File: config.mk
export PLATFORM = sky130hd
export DESIGN_NAME = instr_decode_stage
export DESIGN_NICKNAME = d
export VERILOG_FILES = /design/src/rtl/instr_decode_stage.sv
export SDC_FILE = /design/constraint.sdc
export NUM_CORES = 1
export LEC_CHECK = 0
export ABC_AREA = 0
export ABC_CLOCK_PERIOD_IN_PS = 5200
export CAP_MARGIN = 20
export CORE_MARGIN = 1
export CORE_UTILIZATION = 55
export DETAILED_ROUTE_END_ITERATION = 12
export PLACE_DENSITY = 0.86
export REMOVE_ABC_BUFFERS = 1
export SLEW_MARGIN = 20
export SYNTH_ARGS = -nofsm -noshare
export SYNTH_HDL_FRONTEND = slang
export SYNTH_SLANG_ARGS = --single-unit
export TNS_END_PERCENT = 50
File: constraint.sdc
create_clock -name clk -period 5.2 [get_ports clk]
set_input_delay 0.52 -clock clk [delete_from_list [all_inputs] [get_ports clk]]
set_output_delay 0.52 -clock clk [all_outputs]
set_load 0.1 [all_outputs]
File: src/rtl/instr_decode_stage.sv
`default_nettype none
// ============================================================================
// Module   : instr_decode_stage
// Brief    : Registered RV32I/RV64I decode stage with valid/ready handshake,
//            optional 2-entry skid buffer, flush and saturating illegal counter.
// Revision : 1.0
// ============================================================================
module instr_decode_stage #(
    parameter int XLEN        = 32,
    parameter int ENABLE_SKID = 1,
    parameter int CNT_W       = 16
) (
    input  logic             clk,
    input  logic             rst,
    input  logic             flush,
    input  logic             in_valid,
    output logic             in_ready,
    input  logic [31:0]      in_instr,
    input  logic [XLEN-1:0]  in_pc,
    output logic             out_valid,
    input  logic             out_ready,
    output logic [XLEN-1:0]  out_pc,
    output logic [6:0]       out_opcode,
    output logic [2:0]       out_fmt,
    output logic [4:0]       out_rd,
    output logic [4:0]       out_rs1,
    output logic [4:0]       out_rs2,
    output logic [2:0]       out_funct3,
    output logic [6:0]       out_funct7,
    output logic [XLEN-1:0]  out_imm,
    output logic             out_illegal,
    output logic [CNT_W-1:0] illegal_cnt
);
    localparam logic [2:0] c_FMT_R   = 3'd0;
    localparam logic [2:0] c_FMT_I   = 3'd1;
    localparam logic [2:0] c_FMT_S   = 3'd2;
    localparam logic [2:0] c_FMT_B   = 3'd3;
    localparam logic [2:0] c_FMT_U   = 3'd4;
    localparam logic [2:0] c_FMT_J   = 3'd5;
    localparam logic [2:0] c_FMT_ILL = 3'd7;

    typedef enum logic [1:0] {
        S_EMPTY = 2'd0,
        S_ONE   = 2'd1,
        S_TWO   = 2'd2
    } state_t;

    typedef struct packed {
        logic [XLEN-1:0] pc;
        logic [6:0]      opcode;
        logic [2:0]      fmt;
        logic [4:0]      rd;
        logic [4:0]      rs1;
        logic [4:0]      rs2;
        logic [2:0]      funct3;
        logic [6:0]      funct7;
        logic [XLEN-1:0] imm;
        logic            illegal;
    } payload_t;

    logic [2:0]       w_fmt;
    logic [31:0]      w_imm32;
    logic [XLEN-1:0]  w_imm;
    payload_t         w_dec;
    payload_t         r_out;
    payload_t         r_skid;
    state_t           r_state;
    logic             r_in_ready;
    logic [CNT_W-1:0] r_cnt;
    logic             w_in_fire;
    logic             w_out_fire;

    always_comb begin
        w_fmt = c_FMT_ILL;
        case (in_instr[6:0])
            7'b0110111, 7'b0010111: w_fmt = c_FMT_U;
            7'b1101111:             w_fmt = c_FMT_J;
            7'b1100111:             w_fmt = (in_instr[14:12] == 3'b000) ? c_FMT_I : c_FMT_ILL;
            7'b0000011, 7'b0010011: w_fmt = c_FMT_I;
            7'b1100011:             w_fmt = c_FMT_B;
            7'b0100011:             w_fmt = c_FMT_S;
            7'b0110011:             w_fmt = c_FMT_R;
            default:                w_fmt = c_FMT_ILL;
        endcase
    end

    always_comb begin
        w_imm32 = '0;
        case (w_fmt)
            c_FMT_I: w_imm32 = {{20{in_instr[31]}}, in_instr[31:20]};
            c_FMT_S: w_imm32 = {{20{in_instr[31]}}, in_instr[31:25], in_instr[11:7]};
            c_FMT_B: w_imm32 = {{19{in_instr[31]}}, in_instr[31], in_instr[7],
                                in_instr[30:25], in_instr[11:8], 1'b0};
            c_FMT_U: w_imm32 = {in_instr[31:12], 12'b0};
            c_FMT_J: w_imm32 = {{11{in_instr[31]}}, in_instr[31], in_instr[19:12],
                                in_instr[20], in_instr[30:21], 1'b0};
            default: w_imm32 = '0;
        endcase
    end

    generate
        if (XLEN > 32) begin : g_imm_wide
            assign w_imm = {{(XLEN-32){w_imm32[31]}}, w_imm32};
        end else begin : g_imm_narrow
            assign w_imm = w_imm32[XLEN-1:0];
        end
    endgenerate

    always_comb begin
        w_dec         = '0;
        w_dec.pc      = in_pc;
        w_dec.opcode  = in_instr[6:0];
        w_dec.fmt     = w_fmt;
        w_dec.rd      = in_instr[11:7];
        w_dec.rs1     = in_instr[19:15];
        w_dec.rs2     = in_instr[24:20];
        w_dec.funct3  = in_instr[14:12];
        w_dec.funct7  = in_instr[31:25];
        w_dec.imm     = w_imm;
        w_dec.illegal = (w_fmt == c_FMT_ILL);
    end

    // Skid variant takes in_ready from a register; single-entry variant looks through to out_ready.
    assign in_ready   = ((ENABLE_SKID != 0) ? r_in_ready : (~out_valid | out_ready)) & ~flush & ~rst;
    assign out_valid  = (r_state != S_EMPTY);
    assign w_in_fire  = in_valid & in_ready;
    assign w_out_fire = out_valid & out_ready;

    always_ff @(posedge clk) begin
        if (rst) begin
            r_state    <= S_EMPTY;
            r_out      <= '0;
            r_skid     <= '0;
            r_in_ready <= 1'b1;
            r_cnt      <= '0;
        end else begin
            if (w_out_fire && r_out.illegal && (r_cnt != {CNT_W{1'b1}})) begin
                r_cnt <= r_cnt + CNT_W'(1);
            end
            if (flush) begin
                r_state    <= S_EMPTY;
                r_in_ready <= 1'b1;
            end else begin
                case (r_state)
                    S_EMPTY: begin
                        if (w_in_fire) begin
                            r_out   <= w_dec;
                            r_state <= S_ONE;
                        end
                    end
                    S_ONE: begin
                        if (w_in_fire) begin
                            if (out_ready) begin
                                r_out <= w_dec;
                            end else begin
                                r_skid     <= w_dec;
                                r_state    <= S_TWO;
                                r_in_ready <= 1'b0;
                            end
                        end else if (out_ready) begin
                            r_state <= S_EMPTY;
                        end
                    end
                    S_TWO: begin
                        if (out_ready) begin
                            r_out      <= r_skid;
                            r_state    <= S_ONE;
                            r_in_ready <= 1'b1;
                        end
                    end
                    default: begin
                        r_state    <= S_EMPTY;
                        r_in_ready <= 1'b1;
                    end
                endcase
            end
        end
    end

    assign out_pc      = r_out.pc;
    assign out_opcode  = r_out.opcode;
    assign out_fmt     = r_out.fmt;
    assign out_rd      = r_out.rd;
    assign out_rs1     = r_out.rs1;
    assign out_rs2     = r_out.rs2;
    assign out_funct3  = r_out.funct3;
    assign out_funct7  = r_out.funct7;
    assign out_imm     = r_out.imm;
    assign out_illegal = r_out.illegal;
    assign illegal_cnt = r_cnt;

endmodule
`default_nettype wire

Yosys cells after proc, flatten, opt, wreduce, memory -nomap -nowiden
Index checks and enable logic that the tools add are counted.
{"block": "op_classes", "reduce_logical": 13, "n_mux": 18, "n_eq_ne": 25, "add_sub_neg": 1, "bitwise": 8}
{"operator": "2-to-1 mux 100 bit", "count": 4}
{"operator": "case mux 100 bit (3 select lines)", "count": 1}
{"operator": "case mux 32 bit (5 select lines)", "count": 1}
{"operator": "equality test 7 x 6 -> 1 bit, second input constant", "count": 3}
{"operator": "equality test 7 bit, second input constant", "count": 3}
{"operator": "case mux 3 bit (7 select lines)", "count": 1}
{"operator": "adder 16 x 1 -> 16 bit, second input constant", "count": 1}
{"operator": "inequality test 16 bit, second input constant", "count": 1}
{"operator": "equality test 7 x 5 -> 1 bit, second input constant", "count": 2}
{"operator": "AND reduction 4 bit", "count": 3}
{"operator": "2-to-1 mux 2 bit", "count": 5}
{"operator": "inequality test 2 bit, second input constant", "count": 5}
{"operator": "equality test 3 bit, second input constant", "count": 3}
{"operator": "equality test 7 x 2 -> 1 bit, second input constant", "count": 1}
{"operator": "equality test 3 x 2 -> 1 bit, second input constant", "count": 2}
{"operator": "inequality test 3 bit, second input constant", "count": 2}
{"operator": "case mux 2 bit (3 select lines)", "count": 1}
{"operator": "AND reduction 6 bit", "count": 1}
{"operator": "OR reduction 2 bit", "count": 3}
{"operator": "AND 1 bit", "count": 4}
{"operator": "NOT 1 bit", "count": 4}
{"operator": "equality test 3 x 1 -> 1 bit, second input constant", "count": 1}
{"operator": "logical NOT 3 bit", "count": 1}
{"operator": "2-to-1 mux 1 bit", "count": 3}
{"operator": "other kinds (8)", "count": 9}
{"block": "totals", "register_bits": 219, "in_bits": 69, "output_inout_bits": 118, "elab_cells": 88}

Longest topological paths before layout
{"block": "logic_depth", "ltp_word": 8, "mapped_depth": 10, "ltp_nobuf": 7}

Worst setup path before layout
Ideal clock, no wire load.
{"block": "synth_timing", "kind": "reg-to-reg", "start": "register r_cnt[3], in the netlist illegal_cnt[3]", "end": "register r_cnt[13], in the netlist illegal_cnt[13]", "arrival_time_ns": 2.592, "stages_incl_launch_ff": 6, "slack_ns": 2.488, "period_less_slack_ns": 2.712, "path_buffers": 0, "required_time_ns": 5.079, "setup_ns": 0.121, "cell_sequence": "dfxtp_1 > nand4_1 > nor4_2 > nor3_1 > nand4_1 > mux2_2"}
{"block": "synth_between", "elab_chain_len": 2, "elab_cells_between_ends": 3, "classes_between": "add/sub (1); eq/ne (1); reduce/logical (1)"}
{"item": "from (decl)", "line_no": "69", "text": "logic [CNT_W-1:0] r_cnt;"}
{"item": "from (signal assigned)", "line_no": "138", "text": "r_cnt <= r_cnt + CNT_W'(1);"}
{"item": "parallel branches: the longest is 2 deep, another holds adder 16 x 1 -> 16 bit"}
Parallel ways; which one is timed is not known.
A chain may end at the register's enable or synchronous reset.

Final worst setup path
{"block": "layout_timing", "start": "register r_state[0]", "end": "register r_out (netlist bit out_imm[0])"}
{"block": "layout_between", "elab_chain_len": 3, "elab_cells_between_ends": 10, "classes_between": "eq/ne (6); mux (1); reduce/logical (3)"}
{"item": "from (decl)", "line_no": "67", "text": "state_t r_state;"}
{"item": "from (signal assigned)", "line_no": "131", "text": "r_state <= S_EMPTY;"}
{"item": "from (signal assigned)", "line_no": "141", "text": "r_state <= S_EMPTY;"}
{"item": "from (signal assigned)", "line_no": "148", "text": "r_state <= S_ONE;"}
{"item": "equality test 2 x 1 -> 1 bit (tied with other cells)", "line_no": "144", "text": "case (r_state)"}
{"item": "inequality test 2 bit (no source line) / nonzero test 3 bit (equally long branches)"}
{"item": "AND reduction 6 bit (no source line)"}
{"item": "to (signal assigned)", "line_no": "147", "text": "r_out <= w_dec;"}
{"item": "to (signal assigned)", "line_no": "154", "text": "r_out <= w_dec;"}
{"item": "to (signal assigned)", "line_no": "166", "text": "r_out <= r_skid;"}
{"item": "to (decl)", "line_no": "65", "text": "payload_t r_out;"}
Several ways; a longest one is shown, not always the timed one.

==> results.md <==
* Post-cts gate resize count at 0
* Clock-pin slew of the registers on the worst-case setup and hold paths at 0.06 ns
* # Max-Cap Violations at 0
* Launch point of the worst reg-to-reg path: r_state[0]
* Synth warn at 0
* Post-synthesis cell count at 1089
* Top layer reached by signal wires: met4
* Later-pin clock latency in the skew report at 0.50 ns
* Sum of negative setup slack at 0 ns
* Via count at 8572
* Sequential fraction of the synthesis area at 46.6%
* Result of the run: finished clean
* Proportion of total power due to net switching at 28.1%
* Setup slack after layout at 1.74 ns
* Final worst-path cycle share at 66.6%
* Max-slew violation count at 0
* Post-synth EDFFs at 0
* Total global routing track utilization at 26.8%
* Number of buffers on the longest clock path at 3
* Normalized max-slew margin at 28.1%
* DRC viols at 0
* Power Dens Cells at 326 nW/um^2
* Actual transition at the worst max-transition pin at 1.07 ns
* Final Hold Viols at 0
* Number of levels in the clock H-tree at 1
* Post-DRT Antenna Nets at 0
* Width of the die at 133 microns
* Initial core utilization at 56.5%
* Most instantiated library cell after synthesis: dfxtp_1
* Full die area at 17600 sq um
* Seq cells post-synth at 219
* # Post-CTS Setup Buffers at 0
* Port buffer count at 186
* Die Height at 133 microns
* Overall routed net length at 24.5 mm
* Worst setup slack before clock tree synthesis at 1.53 ns
* FMAX at 289 MHz
* Clock root buffer: clkbuf_16
* Class of the tightest hold or removal check: register to register
* End of the worst register-to-register path: out_imm[0]
* RSZ-0062 raised after global routing: no
* Number of placement rows at 47
* Num ports at 187
* Endpoint type of the worst setup path: register
* Minimum setup slack among reg-to-reg paths at 1.74 ns
* Clock power share at 40.0%
* Average cell area after synthesis at 8.63 sq um
* Highest ir drop seen on vdd at 0.252 mV
* Unique cell type count in the Yosys netlist at 57
* Met1 Wirelength at 10.6 mm
* Kind of critical path: register to register
* Count of final setup violators at 0
* Main area contributors after synthesis: dfxtp_1, mux2i_1, nand2_1
* Synthesis-to-finish area growth at 27.8%
* Number of cells traversed by the worst register-to-register path at 7
* Crit start category: register
* Worst endpoint required time at 5.58 ns
* Area share of the largest cell type after synthesis at 46.6%
* Maximum number of pins on one net before global-route repair at 117
* Via density per instance at 5.90
* Proportion of power drawn by flip-flops and latches at 44.5%
* Congestion Overflow GR at 0
* TritonCTS clock tree: yes
* Share of flip-flops with an asynchronous set or reset at 0%
* Final min period at 3.46 ns
* Average detailed-routed wire length per instance at 16.9 microns
* Cell Int Power at 2.81 mW
* Relative contribution of combinational cells to total power at 15.5%
* Net count reported at finish at 1293
* Most used flip-flop cell after synthesis: dfxtp_1
* Worst Path Arrival at 3.84 ns
* Largest area contributor in the synthesized netlist: dfxtp_1
* Antenna cell count at 0
* Antenna violations before repair at 1
* Largest driver fanout on the critical path at 41
* Count of routing violations after the opening detailed-route iteration at 801
* Clock sink count at 219
* Global-route wire length before repair at 39.1 mm
* Switching power summed over all nets at 1.10 mW
* Instance count along the most critical hold path at 2
* Clock Skew at 0.0112 ns
* Core area at 16600 sq um
* Critical hold path startpoint: r_skid[56]
* CTS Buf Count at 23
* Placer Congestion at 0.831
* Commonest cells in the synthesized netlist: dfxtp_1, nand2_1, nor2_1
* Utilization after layout at 72.2%
* Fraction of final layout cells with drive strength greater than 1 at 5.03%
* Endpoint of the worst hold path: r_skid[56]
* Post-Syn Area at 9400 sq um
* Post-detail-place hpwl at 15.2 mm
* Routed length on met2 at 11.6 mm
* Initial DRT Pass Iterations at 5
* Leak at 3.81 nW
* Via count of the first global-routing pass at 7917
* Met3 Routed Length at 1.70 mm
* Number of hold-repair buffers added at the cts stage at 0
-- worst max path at each step --
stage / start / endpoint / slack [ns] / cells after the start
6_report: r_state[0] / out_imm[0] / 1.74 / 7
5_1_grt: r_state[1] / out_imm[0] / 1.48 / 6
4_1_cts: r_state[0] / out_imm[0] / 1.78 / 7
3_5_place_dp: in_instr[6] / r_skid[18] / 1.53 / 6
3_3_place_gp: in_instr[6] / r_skid[16] / 1.70 / 6
2_1_floorplan: r_state[0] / out_imm[12] / -7.24 / 7
-- through the flow --
step	cells	instance area (sq um)	hold WS [ns]	power (mW)
global placement	1413	11300	0.441	2.37
detailed placement	1414	11300	0.446	2.38
global route	1452	12000	0.462	4.03
CTS	1452	12000	0.440	3.93
finish	1452	12000	0.451	3.91
floorplan	997	9040	0.430	2.19
-- power groups by stage --
| stage | clock (mW) | sequential [mW] | combinational (mW) |
|---|---|---|---|
| floorplan | 0 | 2.05 | 0.136 |
| global placement | 0 | 1.78 | 0.595 |
| detailed placement | 0 | 1.78 | 0.602 |
| CTS | 1.58 | 1.74 | 0.605 |
| global route | 1.66 | 1.75 | 0.632 |
| finish | 1.56 | 1.74 | 0.606 |
-- cell usage in the layout, fill, tap and decap left out, drive strengths merged, types with 18 or more instances in the layout --
cell type      netlist  layout
a211oi              82      82
a21oi               96      96
a221oi              21      21
a311oi              22      22
clkbuf              62      33
clkdlybuf4s50        0     185
dfxtp              219     219
mux2i               74      74
nand2              178     178
nor2               121     121
nor3                18      18
o21ai               19      19
-- critical path, stage by stage, from the launching register on --
cell	delay (ns)
dfxtp_1	0.34
inv_1	0.13
ha_4	0.60
inv_1	0.49
o22ai_1	0.42
or3_1	0.83
nor3_1	0.09
a2111oi_1	0.41
-- sequential cells by signal, summed over array words and instances, names as in the netlist --
name	count
illegal_cnt	16
out_fmt	3
out_funct3	3
out_funct7	7
out_illegal	1
out_imm	32
out_opcode	7
out_pc	32
out_rd	5
out_rs1	5
out_rs2	5
r_in_ready	1
r_skid	100
r_state	2
-- cell families (layout without fill, tap and decap cells) --
family / count (synthesis) / count (layout) / share of synthesized area [%]
AO/OA/AOI/OAI: 289 / 289 / 21.3
XOR/XNOR: 12 / 12 / 1.12
adder cells (fa/ha/maj): 5 / 5 / 0.666
buffers and inverters: 104 / 247 / 4.33
flip-flops: 219 / 219 / 46.6
multiplexers: 76 / 76 / 8.16
AND/OR/NAND/NOR: 384 / 384 / 17.8
-- layer usage --
layer  vias to the layer above  track usage (%)
met3                        46             3.95
met4                         0             9.83
met5                         -                0
li1                       4153                -
met2                       344             43.6
met1                      4029             36.2
-- area by class of cell --
class                      instances  area, sq um
clock inverter                     5         50.0
multi-input combinational        766         4640
fill                            1273         4630
clock buffer                      33          663
inverter                          12         45.0
tap                              220          275
sequential                       219         4380
timing repair buffer             197         1960
Power figures use the tool's default switching activity.
